===== src/rtl/apb_master_bridge.sv =====
// Single-outstanding bridge from a valid/ready command port to an APB requester.
// Adds a bounded wait-state timeout so a silent completer cannot hang the initiator.
module apb_master_bridge #(
    parameter int unsigned ADDR_W      = 32,
    parameter int unsigned DATA_W      = 32,
    parameter int unsigned TIMEOUT_CYC = 16
) (
    input  logic              PCLK,
    input  logic              PRESETn,
    input  logic              cmd_valid,
    output logic              cmd_ready,
    input  logic              cmd_write,
    input  logic [ADDR_W-1:0] cmd_addr,
    input  logic [DATA_W-1:0] cmd_wdata,
    output logic              rsp_valid,
    input  logic              rsp_ready,
    output logic [DATA_W-1:0] rsp_rdata,
    output logic              rsp_err,
    output logic              rsp_timeout,
    output logic              PSEL,
    output logic              PENABLE,
    output logic              PWRITE,
    output logic [ADDR_W-1:0] PADDR,
    output logic [DATA_W-1:0] PWDATA,
    input  logic [DATA_W-1:0] PRDATA,
    input  logic              PREADY,
    input  logic              PSLVERR
);

    localparam int unsigned CntW     = (TIMEOUT_CYC > 0) ? $clog2(TIMEOUT_CYC + 1) : 1;
    localparam int unsigned CntLastI = (TIMEOUT_CYC > 0) ? TIMEOUT_CYC - 1 : 0;
    localparam logic [CntW-1:0] CntLast = CntW'(CntLastI);

    typedef enum logic [1:0] {
        StIdle,
        StSetup,
        StAccess,
        StResp
    } state_e;

    state_e            r_state, w_state_next;
    logic [CntW-1:0]   r_cnt, w_cnt;
    logic              r_psel, w_psel;
    logic              r_penable, w_penable;
    logic              r_cmd_ready, w_cmd_ready;
    logic              r_rsp_valid, w_rsp_valid;
    logic              r_pwrite, w_pwrite;
    logic [ADDR_W-1:0] r_paddr, w_paddr;
    logic [DATA_W-1:0] r_pwdata, w_pwdata;
    logic [DATA_W-1:0] r_rsp_rdata, w_rsp_rdata;
    logic              r_rsp_err, w_rsp_err;
    logic              r_rsp_timeout, w_rsp_timeout;
    logic              w_timeout_hit;

    assign w_timeout_hit = (TIMEOUT_CYC != 0) && (r_cnt == CntLast);

    always_comb begin
        w_state_next  = r_state;
        w_cnt         = r_cnt;
        w_pwrite      = r_pwrite;
        w_paddr       = r_paddr;
        w_pwdata      = r_pwdata;
        w_rsp_rdata   = r_rsp_rdata;
        w_rsp_err     = r_rsp_err;
        w_rsp_timeout = r_rsp_timeout;

        case (r_state)
            StIdle: begin
                if (cmd_valid) begin
                    w_state_next = StSetup;
                    w_pwrite     = cmd_write;
                    w_paddr      = cmd_addr;
                    w_pwdata     = cmd_wdata;
                end
            end
            StSetup: begin
                w_state_next = StAccess;
                w_cnt        = '0;
            end
            StAccess: begin
                // Completion wins over a timeout landing in the same cycle.
                if (PREADY) begin
                    w_state_next  = StResp;
                    w_rsp_rdata   = r_pwrite ? '0 : PRDATA;
                    w_rsp_err     = PSLVERR;
                    w_rsp_timeout = 1'b0;
                end else if (w_timeout_hit) begin
                    w_state_next  = StResp;
                    w_rsp_rdata   = '0;
                    w_rsp_err     = 1'b1;
                    w_rsp_timeout = 1'b1;
                end else begin
                    w_cnt = r_cnt + 1'b1;
                end
            end
            StResp: begin
                if (rsp_ready) begin
                    w_state_next = StIdle;
                end
            end
            default: begin
                w_state_next = StIdle;
            end
        endcase

        // Decoding the next state keeps every control output a plain flop.
        w_psel      = (w_state_next == StSetup) || (w_state_next == StAccess);
        w_penable   = (w_state_next == StAccess);
        w_cmd_ready = (w_state_next == StIdle);
        w_rsp_valid = (w_state_next == StResp);
    end

    always_ff @(posedge PCLK or negedge PRESETn) begin
        if (!PRESETn) begin
            r_state       <= StIdle;
            r_cnt         <= '0;
            r_psel        <= 1'b0;
            r_penable     <= 1'b0;
            r_cmd_ready   <= 1'b1;
            r_rsp_valid   <= 1'b0;
            r_pwrite      <= 1'b0;
            r_paddr       <= '0;
            r_pwdata      <= '0;
            r_rsp_rdata   <= '0;
            r_rsp_err     <= 1'b0;
            r_rsp_timeout <= 1'b0;
        end else begin
            r_state       <= w_state_next;
            r_cnt         <= w_cnt;
            r_psel        <= w_psel;
            r_penable     <= w_penable;
            r_cmd_ready   <= w_cmd_ready;
            r_rsp_valid   <= w_rsp_valid;
            r_pwrite      <= w_pwrite;
            r_paddr       <= w_paddr;
            r_pwdata      <= w_pwdata;
            r_rsp_rdata   <= w_rsp_rdata;
            r_rsp_err     <= w_rsp_err;
            r_rsp_timeout <= w_rsp_timeout;
        end
    end

    assign cmd_ready   = r_cmd_ready;
    assign rsp_valid   = r_rsp_valid;
    assign rsp_rdata   = r_rsp_rdata;
    assign rsp_err     = r_rsp_err;
    assign rsp_timeout = r_rsp_timeout;
    assign PSEL        = r_psel;
    assign PENABLE     = r_penable;
    assign PWRITE      = r_pwrite;
    assign PADDR       = r_paddr;
    assign PWDATA      = r_pwdata;

endmodule

===== config.mk =====
export PLATFORM = sky130hd
export DESIGN_NAME = apb_master_bridge
export DESIGN_NICKNAME = d
export VERILOG_FILES = /design/src/rtl/apb_master_bridge.sv
export SDC_FILE = /design/constraint.sdc
export NUM_CORES = 1
export LEC_CHECK = 0
export ABC_CLOCK_PERIOD_IN_PS = 3100
export CAP_MARGIN = 20
export CORE_UTILIZATION = 35
export CTS_CLUSTER_DIAMETER = 80
export CTS_CLUSTER_SIZE = 25
export DETAILED_ROUTE_END_ITERATION = 7
export GPL_TIMING_DRIVEN = 0
export PLACE_DENSITY_LB_ADDON = 0.05
export SLEW_MARGIN = 15
export SYNTH_ARGS = -nofsm -noshare
export SYNTH_HDL_FRONTEND = slang
export SYNTH_SLANG_ARGS = --single-unit
export TNS_END_PERCENT = 1

===== constraint.sdc =====
create_clock -name PCLK -period 3.1 [get_ports PCLK]
set_clock_uncertainty 0.2 [all_clocks]
set_input_delay 0.62 -clock PCLK [delete_from_list [all_inputs] [get_ports PCLK]]
set_output_delay 0.62 -clock PCLK [all_outputs]
set_load 0.02 [all_outputs]

## Word-level counts from Yosys, hierarchy flattened

Index checks and enable logic that the tools add are counted.

- $add $sub $neg: 1
- Equal/unequal tests: 9
- Mux-type cells: 14
- Reductions and logical operators: 8

Operators by type and width:

| operator | count |
|---|---|
| 32-bit two-way mux | 3 |
| 5-bit two-way mux | 2 |
| 5-bit case mux with 2 select lines | 1 |
| 2-bit == test (second input constant) | 4 |
| 2-bit two-way mux | 4 |
| 2-bit case mux with 4 select lines | 1 |
| 5-bit by 1-bit adder with 5-bit output (second input constant) | 1 |
| 5-bit by 4-bit == test with 1-bit output (second input constant) | 1 |
| 2-bit by 1-bit == test with 1-bit output (second input constant) | 2 |
| 2-bit logical NOT | 2 |
| 2-bit != test (second input constant) | 2 |
| 2-bit AND reduction | 2 |
| 2-bit nonzero test | 2 |
| 1-bit two-way mux | 3 |
| 3-bit AND reduction | 1 |
| 1-bit logical OR | 1 |

- Bits in registers: 110
- Bits of input ports: 103
- Logic and storage cells: 44

## Depth between registers and ports, before layout

- Depth after elaboration: 6
- Mapped depth: 7
- Mapped depth without buffers: 6

## Worst setup path after synthesis

No wires, ideal clock.

- Path type: register to register
- From: register r_cnt[0]
- To: register r_psel (netlist: PSEL)
- Setup time: 126 ps
- Data arrival time: 1834 ps
- Setup slack: 940 ps
- Stages on the path, launching flop included: 8
- Buffers on the path: 1
- Period minus slack after synthesis: 2160 ps
- Cells stage by stage: dfrtp_1 -> ha_1 -> and3_1 -> ha_1 -> clkbuf_2 -> o31a_1 -> a21oi_1 -> ha_1

- Cells in the longest elaborated chain, start to end: 6
- Elaborated cells between the ends (all ways): 7

RTL lines:

| item | RTL line | text |
|---|---|---|
| from (decl) | 42 | `logic [CntW-1:0] r_cnt, w_cnt;` |
| from (signal assigned) | 129 | `r_cnt <= w_cnt;` |
| 5-bit by 4-bit == test with 1-bit output * | 55 | `assign w_timeout_hit = (TIMEOUT_CYC != 0) && (r_cnt == CntLast);` |
| 2-bit two-way mux * | 87 | `end else if (w_timeout_hit) begin` |
| 2-bit two-way mux * | 82 | `if (PREADY) begin` |
| 2-bit case mux with 4 select lines * | 67 | `case (r_state)` |
| 2-bit by 1-bit == test with 1-bit output / 2-bit == test (equally long branches) | 107 | `w_psel = (w_state_next == StSetup) \|\| (w_state_next == StAccess);` |
| 1-bit logical OR * | 107 |  |
| net w_psel | 43 | `logic r_psel, w_psel;` |
| to (signal assigned) | 130 | `r_psel <= w_psel;` |
| to (decl) | 43 |  |

The timed path passes the listed nets; every way through them passes the cells marked *.
A chain may end at the register's enable or synchronous reset.

## Worst setup path in the final report

- From: register r_cnt[0]
- To: register r_rsp_rdata[21] (netlist: rsp_rdata[21])

- Cells in the longest elaborated chain, start to end: 3

RTL lines:

| item | RTL line | text |
|---|---|---|
| 5-bit by 4-bit == test with 1-bit output | 55 |  |
| 2-bit nonzero test (no line) | -- |  |
| 2-bit AND reduction (no line) | -- |  |
| to (signal assigned) | 137 | `r_rsp_rdata <= w_rsp_rdata;` |
| to (decl) | 50 | `logic [DATA_W-1:0] r_rsp_rdata, w_rsp_rdata;` |

Every way passes these cells.

==> flow_summary.yaml <==
run_status:
  status: "complete, no violations"
drt:
  detailroute.via_count: 3063
  detail_route.wl_per_cell_um: 16.8
  vias_per_cell: 4.76
  initialDrtViolationCount: 113
  dr.pass1.iters: 4
  drc: 0
  drt-total-wl_um: 10800
  final_antenna_net_count: 0
cts:
  clock_tree.buffer_depth: 2
  worst_skew_pair.late_latency_ps: 350
  cts_tree: "done"
  numCtsBuffers: 9
  ctsRootBufferMaster: "sky130_fd_sc_hd__clkbuf_16"
  htree_levels: 3
  path_clk_slew_ps: 70
  cts_hold_buf: 0
  cts_repair_resize_count: 0
  clock_sink_count: 110
  post-cts-setup-buffers: 0
setup_path:
  cp_max_fo: 10
  cp.required_ps: 3190
  critical_path_cell_by_cell: "ha_1 > and3_1 > ha_1 > clkbuf_2 > o21ai_1 > clkbuf_1 > a22o_1"
  critPathTopFamily: "buffers and inverters"
  slowest_delay_ps: 440
  rr_endpoint: "rsp_rdata[21]"
  critical_path.startpoint_type: "register"
  cp_num_buf_inv: 2
  most_common_cell_on_crit_path: "sky130_fd_sc_hd__ha_1"
  endpoint_kind: "register"
  reg2reg_from: "r_cnt[0]"
  criticalPathCategory: "register to register"
  critical-path-slowest-cell: "sky130_fd_sc_hd__clkbuf_1"
  timing.reg2reg.setup_slack_ps: 590
  ff2ff_path_depth: 7
  cp.arrival_ps: 2610
floorplan:
  row_count: 40
  floorplan.die_area_sq_um: 12800
  fp.coreArea_sq_um: 12000
  floorplan.die.width_um: 113
  boundaryPins: 206
  die_h_um: 113
  starting_density_of_the_core_pct: 36.0
layout:
  nNetsFinal: 599
  fillCellCount: 1011
  ratio_of_cells_with_drive_above_1_in_the_final_layout_pct: 20.4
  synthToLayoutAreaGrowth_pct: 60.4
  utilization_pct: 57.7
  n_antenna_cell: 0
  stdcell_count: 643
  multi_input_comb_area_sq_um: 1420
  area.sequential_sq_um: 2750
  commonest_non_fill_non_tap_cells_in_the_layout: "sky130_fd_sc_hd__clkdlybuf4s50_1, sky130_fd_sc_hd__dfrtp_1, sky130_fd_sc_hd__mux2_2"
  layout.cells.most_common: "sky130_fd_sc_hd__clkdlybuf4s50_1"
sta:
  fin_ws_ps: 586
  report.final.hold_viol_count: 0
  setup_viol: 0
  pins_over_slew_limit: 0
  worst_pin_slew_ps: 532
  fin_crit_sh_pct: 81.1
  relSlewSlack_pct: 64.5
  unrepaired_setup_endpoints_after_global_routing: "no"
  clock.fmax_ghz: 0.398
  worst_hold_slack_ps: 12.5
  period_needed_ps: 2510
power_and_ir_drop:
  seq_power_share_pct: 33.5
  combinationalPowerShare_pct: 47.9
  switching_share_pct: 33.7
  p_int_mw: 4.83
  pwr-share-clk_pct: 18.6
  leakagePower_nw: 3.00
  power.density_nw_per_um2: 1050
  net_load_switching_power_mw: 2.46
  ir_drop_mv: 0.542
global_routing:
  first_global_vias: 3112
  grt.met3_usage_pct: 4.98
  maximum_number_of_pins_on_one_net_before_global_route_repair: 57
  grt_remaining_overflow: 0
  groute.layer.met2.usage_pct: 27.8
  grt_use_met1_pct: 21.9
  global_route_usage_over_all_layers_pct: 17.4
  grt_first_pass_wirelength_um: 16800
  antenna_found_initial: 0
  busiest_layer: "met2"
yosys:
  yosys_warnings: 0
  synth_area_in_adders_pct: 1.45
  synth.mux.area_fraction_pct: 19.8
  synth_cells: 275
  synth_top_family_by_area: "multiplexers"
  xor_xnor_cell_area_share_of_the_yosys_netlist_pct: 0
  compound_gate_fraction_of_synth_area_pct: 8.49
  synthSimpleGateAreaFrac_pct: 3.07
  syn_std_cell_area_sq_um: 4320
  synth.ff_latch_count: 110
  synth_seq_area_share_pct: 63.8
  syn-mean-instance-area_sq_um: 15.7
  synthDistinctLibCells: 35
  synth_nets: 383
place:
  pre_cts_ws_ps: 578
  place.gp.congestion: 0.816
  dp.cells: 627
  hpwl_um: 7830
  io_buffers: 204
worst_hold_path:
  timing.hold.worst.class: "input pin to async pin"
flow_run:
  cap_viol_max_count: 0
-- metal layers --
metal | share of wire (%) | vias up | wire length [um]
met3 | 6.3 | 18 | 680
met4 | 2.7 | 0 | 286
li1 | - | 1424 | -
met1 | 43 | 1503 | 4610
met2 | 48 | 118 | 5210
met5 | 0 | - | 0
-- worst reg2reg max path, stage by stage, from the launching register on --
cell                       delay (ps)
sky130_fd_sc_hd__dfrtp_1          430
sky130_fd_sc_hd__ha_1             250
sky130_fd_sc_hd__and3_1           190
sky130_fd_sc_hd__ha_1             170
sky130_fd_sc_hd__clkbuf_2         160
sky130_fd_sc_hd__o21ai_1          370
sky130_fd_sc_hd__clkbuf_1         440
sky130_fd_sc_hd__a22o_1           230
-- kinds of logic after synthesis --
group	Yosys count
compound gates	46
fa+ha+maj	5
buf+inv	22
flops	110
mux	67
simple gates	25
-- synthesized netlist by cell type --
cell                       count  area [sq um]
sky130_fd_sc_hd__nor4bb_1      1          10.0
sky130_fd_sc_hd__o211ai_1      1          7.51
sky130_fd_sc_hd__nand3_1       1          5.00
sky130_fd_sc_hd__clkbuf_2      1          5.00
sky130_fd_sc_hd__clkbuf_1      2          7.51
sky130_fd_sc_hd__and3_1        2          12.5
sky130_fd_sc_hd__nor2_1        4          15.0
sky130_fd_sc_hd__nand3b_1      1          7.51
sky130_fd_sc_hd__buf_2         8          40.0
sky130_fd_sc_hd__nand4_1       1          6.26
sky130_fd_sc_hd__nor2b_1       2          12.5
sky130_fd_sc_hd__o31a_1        1          8.76
sky130_fd_sc_hd__buf_4         2          15.0
sky130_fd_sc_hd__dfrtp_1     109          2730
sky130_fd_sc_hd__nand2_1       7          26.3
sky130_fd_sc_hd__a221o_1       1          10.0
sky130_fd_sc_hd__a31oi_1       2          12.5
sky130_fd_sc_hd__buf_6         3          33.8
sky130_fd_sc_hd__inv_1         4          15.0
sky130_fd_sc_hd__a22o_1       32           280
sky130_fd_sc_hd__ha_1          5          62.6
sky130_fd_sc_hd__or2_2         1          6.26
sky130_fd_sc_hd__nor4_1        1          6.26
sky130_fd_sc_hd__and2_1        1          6.26
sky130_fd_sc_hd__a21o_1        1          7.51
sky130_fd_sc_hd__nor3_1        2          10.0
sky130_fd_sc_hd__mux2_2       37           417
sky130_fd_sc_hd__nor4b_1       1          8.76
sky130_fd_sc_hd__mux2_4       28           420
sky130_fd_sc_hd__o21ai_0       3          15.0
sky130_fd_sc_hd__a21oi_1       4          20.0
sky130_fd_sc_hd__o21ai_1       1          5.00
sky130_fd_sc_hd__dfstp_2       1          26.3
sky130_fd_sc_hd__mux2i_1       2          20.0
sky130_fd_sc_hd__buf_8         2          30.0
-- metrics by stage --
step	total power, mW	area (sq um)	TNS, ps
floorplan	4.30	4320	0
global placement	5.94	6550	-341060
detailed placement	5.98	6570	0
CTS	7.38	6930	0
global route	7.66	6930	0
finish	7.29	6930	0
-- how the worst max path moves through the flow --
stage	slack, ps	cells past startpoint	end	start
after floorplan	940	7	PSEL	r_cnt[0]
final	590	7	rsp_rdata[21]	r_cnt[0]
after global routing	340	7	rsp_rdata[12]	r_cnt[0]
after detailed placement	580	7	rsp_rdata[13]	r_cnt[0]
after global placement	-3120	1	PADDR[20]	PRESETn
after CTS	560	7	rsp_rdata[21]	r_cnt[0]
-- layout make-up --
type	count	share of cell area, %
well taps	147	2.65
inverters	4	0.217
clock buffers	10	3.45
plain buffers	18	1.90
repair buffers	205	29.9
clock inverters	6	1.68
multi-input cells	143	20.5
flip-flops and latches	110	39.7
-- registers in the layout, indices dropped and copies added (netlist names) --
name         count
PADDR           32
PENABLE          1
PSEL             1
PWDATA          32
PWRITE           1
cmd_ready        1
r_cnt            5
r_state          2
rsp_err          1
rsp_rdata       32
rsp_timeout      1
rsp_valid        1
-- power groups by stage --
stage	Clock (mW)	Sequential, mW	Combinational (mW)
floorplan	0	3.22	1.08
global placement	0	2.44	3.49
detailed placement	0	2.47	3.51
CTS	1.40	2.45	3.53
global route	1.45	2.53	3.68
finish	1.36	2.44	3.49
No activity file was read; power rests on OpenSTA's default activity.
